**config.mk**
```make
export PLATFORM = sky130hd
export DESIGN_NAME = ks_digit_serial_adder
export DESIGN_NICKNAME = d
export VERILOG_FILES = /design/src/rtl/ks_digit_serial_adder.sv
export SDC_FILE = /design/constraint.sdc
export NUM_CORES = 1
export LEC_CHECK = 0
export ABC_CLOCK_PERIOD_IN_PS = 1400
export CAP_MARGIN = 40
export CORE_ASPECT_RATIO = 0.8
export CORE_UTILIZATION = 45
export DETAILED_ROUTE_END_ITERATION = 6
export PLACE_DENSITY_LB_ADDON = 0.08
export SYNTH_ARGS = -nofsm -noshare
export SYNTH_HDL_FRONTEND = slang
export SYNTH_HIERARCHICAL = 1
export SYNTH_SLANG_ARGS = --single-unit
```
**constraint.sdc**
```tcl
create_clock -name clk -period 1.4 [get_ports clk]
set_input_delay 0.28 -clock clk [delete_from_list [all_inputs] [get_ports clk]]
set_output_delay 0.28 -clock clk [all_outputs]
set_load 0.05 [all_outputs]
```
**src/rtl/ks_digit_serial_adder.sv**
```systemverilog
// Digit-serial adder: adds two WIDTH-bit operands plus a carry-in one 4-bit digit per
// cycle through a single 4-bit Kogge-Stone adder, least significant digit first.
//
// Ports:
//   clk        rising-edge clock
//   rst        synchronous active-high reset
//   in_valid   operand set presented
//   in_ready   block can accept operands (IDLE and not in reset)
//   a, b       WIDTH-bit operands
//   cin        carry-in of the whole operation
//   out_valid  result available (DONE)
//   out_ready  consumer accepts result
//   sum        registered result a+b+cin mod 2^WIDTH
//   cout       registered carry-out of bit WIDTH-1

module ks_digit_serial_adder #(
  parameter int unsigned WIDTH = 16
) (
  input  logic             clk,
  input  logic             rst,
  input  logic             in_valid,
  output logic             in_ready,
  input  logic [WIDTH-1:0] a,
  input  logic [WIDTH-1:0] b,
  input  logic             cin,
  output logic             out_valid,
  input  logic             out_ready,
  output logic [WIDTH-1:0] sum,
  output logic             cout
);

  localparam int unsigned NDIG = WIDTH / 4;
  localparam int unsigned CntW = (NDIG > 1) ? $clog2(NDIG) : 1;

  typedef enum logic [1:0] {StIdle, StRun, StDone} state_e;

  state_e            state_q, state_d;
  logic [WIDTH-1:0]  a_q, a_d;
  logic [WIDTH-1:0]  b_q, b_d;
  logic [WIDTH-1:0]  sum_q, sum_d;
  logic              carry_q, carry_d;
  logic              cout_q, cout_d;
  logic [CntW-1:0]   cnt_q, cnt_d;

  logic [3:0]        ks_sum;
  logic              ks_cout;
  logic [WIDTH-1:0]  sum_shift;
  logic              last_digit;

  kogge_stone_4 u_adder (
    .a    (a_q[3:0]),
    .b    (b_q[3:0]),
    .cin  (carry_q),
    .sum  (ks_sum),
    .cout (ks_cout)
  );

  // New digit enters at the MSB end; after NDIG shifts digit 0 sits in bits 3:0.
  if (WIDTH == 4) begin : g_single_digit
    assign sum_shift = ks_sum;
  end else begin : g_multi_digit
    assign sum_shift = {ks_sum, sum_q[WIDTH-1:4]};
  end

  assign last_digit = (cnt_q == CntW'(NDIG - 1));

  always_comb begin
    state_d = state_q;
    a_d     = a_q;
    b_d     = b_q;
    sum_d   = sum_q;
    carry_d = carry_q;
    cout_d  = cout_q;
    cnt_d   = cnt_q;
    case (state_q)
      StIdle: begin
        if (in_valid) begin
          a_d     = a;
          b_d     = b;
          carry_d = cin;
          cnt_d   = '0;
          state_d = StRun;
        end
      end
      StRun: begin
        a_d     = a_q >> 4;
        b_d     = b_q >> 4;
        sum_d   = sum_shift;
        carry_d = ks_cout;
        cnt_d   = cnt_q + 1'b1;
        if (last_digit) begin
          cout_d  = ks_cout;
          state_d = StDone;
        end
      end
      StDone: begin
        if (out_ready) begin
          state_d = StIdle;
        end
      end
      default: state_d = StIdle;
    endcase
  end

  always_ff @(posedge clk) begin
    if (rst) begin
      state_q <= StIdle;
      a_q     <= '0;
      b_q     <= '0;
      sum_q   <= '0;
      carry_q <= 1'b0;
      cout_q  <= 1'b0;
      cnt_q   <= '0;
    end else begin
      state_q <= state_d;
      a_q     <= a_d;
      b_q     <= b_d;
      sum_q   <= sum_d;
      carry_q <= carry_d;
      cout_q  <= cout_d;
      cnt_q   <= cnt_d;
    end
  end

  assign in_ready  = (state_q == StIdle) && !rst;
  assign out_valid = (state_q == StDone);
  assign sum       = sum_q;
  assign cout      = cout_q;

endmodule

// 4-bit Kogge-Stone parallel-prefix adder with carry-in.
//   a, b  4-bit addends; cin carry-in; sum 4-bit sum; cout carry-out of bit 3
module kogge_stone_4 (
  input  logic [3:0] a,
  input  logic [3:0] b,
  input  logic       cin,
  output logic [3:0] sum,
  output logic       cout
);

  logic [3:0] g0, p0, g1, p1, g2, p2;
  logic [4:0] c;

  assign g0 = a & b;
  assign p0 = a ^ b;

  // Span 1
  assign g1[0] = g0[0];
  assign p1[0] = p0[0];
  assign g1[1] = g0[1] | (p0[1] & g0[0]);
  assign p1[1] = p0[1] & p0[0];
  assign g1[2] = g0[2] | (p0[2] & g0[1]);
  assign p1[2] = p0[2] & p0[1];
  assign g1[3] = g0[3] | (p0[3] & g0[2]);
  assign p1[3] = p0[3] & p0[2];

  // Span 2: g2[i]/p2[i] now cover bits i..0
  assign g2[0] = g1[0];
  assign p2[0] = p1[0];
  assign g2[1] = g1[1];
  assign p2[1] = p1[1];
  assign g2[2] = g1[2] | (p1[2] & g1[0]);
  assign p2[2] = p1[2] & p1[0];
  assign g2[3] = g1[3] | (p1[3] & g1[1]);
  assign p2[3] = p1[3] & p1[1];

  assign c[0] = cin;
  assign c[1] = g2[0] | (p2[0] & cin);
  assign c[2] = g2[1] | (p2[1] & cin);
  assign c[3] = g2[2] | (p2[2] & cin);
  assign c[4] = g2[3] | (p2[3] & cin);

  assign sum  = p0 ^ c[3:0];
  assign cout = c[4];

endmodule
```
## Yosys cells after proc, flatten, opt, wreduce, memory -nomap -nowiden

Index checks and enable logic that the tools add are counted.

| word-level totals | value |
|---|---|
| memories | 0 |
| output and inout bits | 19 |
| bits in latches | 0 |
| bits in read-only memories | 0 |
| memory bits (writable) | 0 |
| logic and storage cells | 59 |
| register bits | 54 |

| cells by class | value |
|---|---|
| magnitude comparators | 0 |
| reductions and logical operators | 7 |
| div/mod/pow operators | 0 |
| shifts and indexed selects | 0 |
| add/sub/neg operators | 1 |
| mux-type cells | 12 |
| eq/ne operators | 6 |
| $mul | 0 |
| bitwise logic cells | 26 |

Operators by type and width:

| kind | count |
|---|---|
| $pmux 16 s2 | 2 |
| $mux 16 | 2 |
| $and 1x1->1 | 14 |
| $or 1x1->1 | 9 |
| $mux 2 | 4 |
| $xor 4x4->4 | 2 |
| $pmux 2 s3 | 1 |
| $and 4x4->4 | 1 |
| $eq 2x2->1 const B | 2 |
| $ne 2x2->1 const B | 2 |
| $pmux 2 s2 | 1 |
| $reduce_and 2->1 | 2 |
| $reduce_and 3->1 | 1 |
| $add 2x1->2 const B | 1 |
| $eq 2x1->1 const B | 1 |
| $logic_not 2->1 | 1 |
| $ne 2x1->1 const B | 1 |
| $pmux 1 s2 | 1 |
| $reduce_bool 2->1 | 1 |
| $logic_and 1x1->1 | 1 |
| $logic_not 1->1 | 1 |
| $mux 1 | 1 |

## Logic depth before layout (Yosys ltp)

| depth | value |
|---|---|
| depth in word-level cells | 7 |
| gate-level depth with buffers | 7 |
| gate-level depth less buffers | 7 |

## By module

The synthesis kept the hierarchy.

Modules (own cells, without submodules):

| module | times used | cells each | area each (µm²) | seq. area each (µm²) |
|---|---|---|---|---|
| ks_digit_serial_adder | 1 | 239 | 2269.7 | 1081.0 |
| kogge_stone_4 | 1 | 13 | 132.6 | 0.0 |

## Worst setup path before layout

OpenSTA, ideal clock, no wires.

| path | value |
|---|---|
| kind | input to output |
| start point | input rst |
| end point | output in_ready |
| cell stages on the path | 3 |
| setup slack | -0.566 ns |
| buffers on the path | 2 |
| data required time | 1.120 ns |
| arrival time | 1.686 ns |
| cells stage by stage | buf_2 -> buf_1 -> nor3_1 |

| on the way | value |
|---|---|
| longest elaborated chain between the ends | 2 |

Ends and longest elaborated chain:

| element | RTL line | RTL |
|---|---|---|
| start, declared | 20 | `input logic rst,` |
| $logic_not 1->1 | 125 | `assign in_ready = (state_q == StIdle) && !rst;` |
| $logic_and 1x1->1 | 125 |  |
| end, declared | 22 | `output logic in_ready,` |

Every way passes these cells.

## Final worst setup path

| path | value |
|---|---|
| start point | register a_q[0] |
| end point | register carry_q |

| on the way | value |
|---|---|
| longest elaborated chain between the ends | 7 |

Ends and longest elaborated chain:

| element | RTL line | RTL |
|---|---|---|
| start, declared | 38 | `logic [WIDTH-1:0] a_q, a_d;` |
| start signal, assigned | 108 | `a_q <= '0;` |
| start signal, assigned | 116 | `a_q <= a_d;` |
| $and 4x4->4 | 145 | `assign g0 = a & b;` |
| $and 1x1->1 | 151 | `assign g1[1] = g0[1] \| (p0[1] & g0[0]);` |
| $or 1x1->1 | 151 |  |
| $and 1x1->1 | 165 | `assign g2[3] = g1[3] \| (p1[3] & g1[1]);` |
| $or 1x1->1 | 165 |  |
| $or 1x1->1 * | 172 | `assign c[4] = g2[3] \| (p2[3] & cin);` |
| net ks_cout | 46 | `logic ks_cout;` |
| $pmux 1 s2 * | 75 | `case (state_q)` |
| end signal, assigned | 119 | `carry_q <= carry_d;` |
| end, declared | 41 | `logic carry_q, carry_d;` |

Mark *: on every way through the listed nets, which the timed path passes. The rest lies on a longest branch.
A chain may end at the register's enable or synchronous reset.

==> impl_results.md <==
* Status: finished, violations left
* Failing checks: negative setup slack
* Cell area after synthesis at 0.00240 sq mm
* EDFF count, synth at 0
* Netlist cell types at 32
* CORE AREA at 0.00506 sq mm
* CP Cell Sequence: ha_4 > a21o_1 > a31o_1 > a21o_1 > inv_2 > a21oi_2 > o221a_1
* Avg WL per Cell at 14.1 um
* Worst VDD drop at 777 uV
* Hold path start: rst
* Period utilization at 108%
* RR Startpoint: a_q[0]
* R2R Path End: carry_q
* Final setup margin at -0.106 ns
* Total CTS buffers at 5
* Worst-Skew Late Latency at roughly 0.31 ns
* Fin. max-slew vios at 0
* Worst-Margin Slew at approximately 0.38 ns
* DRC at 0
* Setup TNS at -0.255 ns
* R2r setup slk at -0.11 ns
* Worst Path Required at 1.66 ns
* Average vias per placed instance at 5.24
* Sink Count at 54
* WS Path Type: reg2reg
* Post-DP HPWL at 3760 um
* Slew headroom at 74.8%
* Gr ovfl total at 0
* Die W at 83.7 um
* HP Class: in2reg
* Worst-path maximum fanout at 2
* Clock Path Buffers at 2
* YS warnings at 6
* Crit path launch: a_q[0]
* Initial antenna violation count at 0
* LEAKAGE at between 0.001 and 0.0015 uW
* Cell Rows at 23
* WHS Endpoint: state_q[1]
* RSZ-0062 raised after global routing: yes
* Worst Setup End Kind: flop
* Detail Route Antenna Nets at 0
* Chip Height at 67.4 um
* Combinational power share at between 20% and 30%
* Clk network pwr share at 28.4%
* Place WS at -0.414 ns
* Crit-path max cell delay at around 0.35 ns
* Post-synthesis sequential area ratio at around 45%
* FF+latch area at 0.00109 sq mm
* Final Critical Period at 1.51 ns
* Pwr dens at 986 mW/mm^2
* Mean Syn Cell Area at 9.53 sq um
* Pint at 2490 uW
* Critical path data arrival time at approximately 1.8 ns
* Antenna Cells at 0
* Max frequency at 0.664 GHz
* Top-level I/O count at 56
* Max-cap viol count at 0
* CTS tree: yes
* Vias in the first global route at 1,850
* Commonest register cell after synthesis: dfxtp_1
* Pin count of the biggest net entering global routing at 32
* Hold depth at 2
* Clock skew at 0.00776 ns
* Clk root buf: clkbuf_8
* CP Launch Type: flop
* Nets at 360
* Synth async-reset ratio at 0%
* Initial Utilization at 47.4%
* Synth Instances at about 250
* Reg power frac at about 50%
* Die area at approximately 0.0056 sq mm
* Worst path slowest cell: dfxtp_2
* GPL Wtd Cong at 0.748
* Endpoints failing setup at 4
* CTS H-tree lvls at 2
* Syn nets at about 300
* Hold-fix buffers at CTS at 0
* Clock-pin slew on the worst setup and hold paths at 0.10 ns
* Hold Vio Cnt, Final at 0
* R2R cell count at 7
* Area Growth Syn to Fin at 44.9%
* Share of cells above drive strength 1 at around 29%
* Multi-input gate area at 0.00113 sq mm
* Vias at slightly below 2,000
* Switching part of the total at 27.4%
* Psw at 942 uW
* PortBufs at 55
* Global-route wire length before repair at about 8600 um
* Total track usage at about a fifth
* Drt pass-1 iters at 4
* Post-synthesis register bit count at 54
* Filler cells at slightly above 400
* Most used cell, CP: a21o_1
* Total wire length at between 5000 and 6000 um
* Iter 0 DRT Violations at 108
[metrics by stage]
step	power (uW)	cells	hold slack (ns)	utilization, %	cell area [sq um]
CTS	3440	377	0.263	67.7	3430
global route	3590	380	0.284	68.8	3480
global placement	2450	367	0.469	64.7	3280
finish	3430	380	0.279	68.8	3480
floorplan	2160	252	0.440	-	2430
detailed placement	2470	368	0.487	64.9	3290
[layer usage]
metal	wire length (um)	GRT usage [%]	vias to the layer above
met5	0	0	-
met4	58	6.99	0
met3	143	3.42	5
met2	2540	32.8	35
met1	2620	25.2	951
li1	-	-	999
[layout by cell type, fill, tap and decap left out, drive strengths merged, types with 3 or more instances in the layout]
| cell | count |
|---|---|
| nor2 | 10 |
| nand2b | 3 |
| buf | 43 |
| nand3b | 3 |
| a21o | 3 |
| clkbuf | 7 |
| nand2 | 33 |
| inv | 26 |
| dfxtp | 54 |
| ha | 5 |
| a21oi | 46 |
| o221a | 25 |
| clkdlybuf4s50 | 34 |
| a22oi | 7 |
[worst max-delay path by stage]
stage | to | cells past startpoint | slack, ns
global route | carry_q | 7 | -0.16
finish | carry_q | 7 | -0.11
floorplan | in_ready | 3 | -0.14
detailed placement | a_q[4] | 5 | -0.41
CTS | carry_q | 7 | -0.11
global placement | b_q[6] | 4 | -0.62
[critical path: cells and delay by family (launching register included)]
kind / cells / cell delay (ns)
DFF: 1 / 0.35
AOI/OAI and AO/OA: 5 / 0.80
adders and majority gates: 1 / 0.25
buffers and inverters: 1 / 0.05
[what timing repair did]
| action | 4_1_cts | 5_1_grt |
|---|---|---|
| resized for setup | 6 | 9 |
| pin swaps | 3 | 3 |
| buffers inserted | 1 | 3 |
| setup endpoints to repair | 16 | 23 |
[power by group through the flow]
stage | registers (uW) | logic [uW] | clock network (uW)
final | 1720 | 745 | 974
after global routing | 1730 | 805 | 1050
after CTS | 1710 | 733 | 989
after detailed placement | 1750 | 727 | 0
after global placement | 1740 | 709 | 0
after floorplan | 1780 | 379 | 0
[flip-flops by register name (all words and copies together), names as in the netlist]
register and flops:
b_q 16, state_q 2, cnt_q 2, carry_q 1, a_q 16, cout 1, sum 16
[area by class of cell]
type	count	area share [%]
clock buffer	7	2.77
clock inverter	1	0.252
sequential	54	31.3
multi-input combinational	152	32.6
tap	62	2.23
timing repair buffer	78	28.1
inverter	26	2.80
[logic make-up after synthesis]
logic type      share of synthesized area (%)
compound gates                           28.6
simple gates                             10.8
flops                                    45.0
buf+inv                                  10.2
fa+ha+maj                                3.44
xor+xnor                                 1.09
mux                                     0.833
[synth_stat cells (2+ instances only)]
cell type  count  area [sq um]
a21oi_1       26           130
o221a_2        5          56.3
dfxtp_1       54          1080
inv_1         26          97.6
xor2_1         2          17.5
o221a_1       20           225
o21ai_0        2          10.0
buf_4          4          30.0
nand3b_1       3          22.5
buf_2          3          15.0
buf_6          7          78.8
nand2b_1       3          18.8
a21oi_2       20           175
clkbuf_1       3          11.3
ha_1           5          62.6
nor2_1         9          33.8
a21o_1         3          22.5
nor3_1         2          10.0
buf_1          3          11.3
a22oi_1        7          52.6
nand2_1       33           124
mux2i_1        2          20.0
Power figures use the tool's default switching activity.
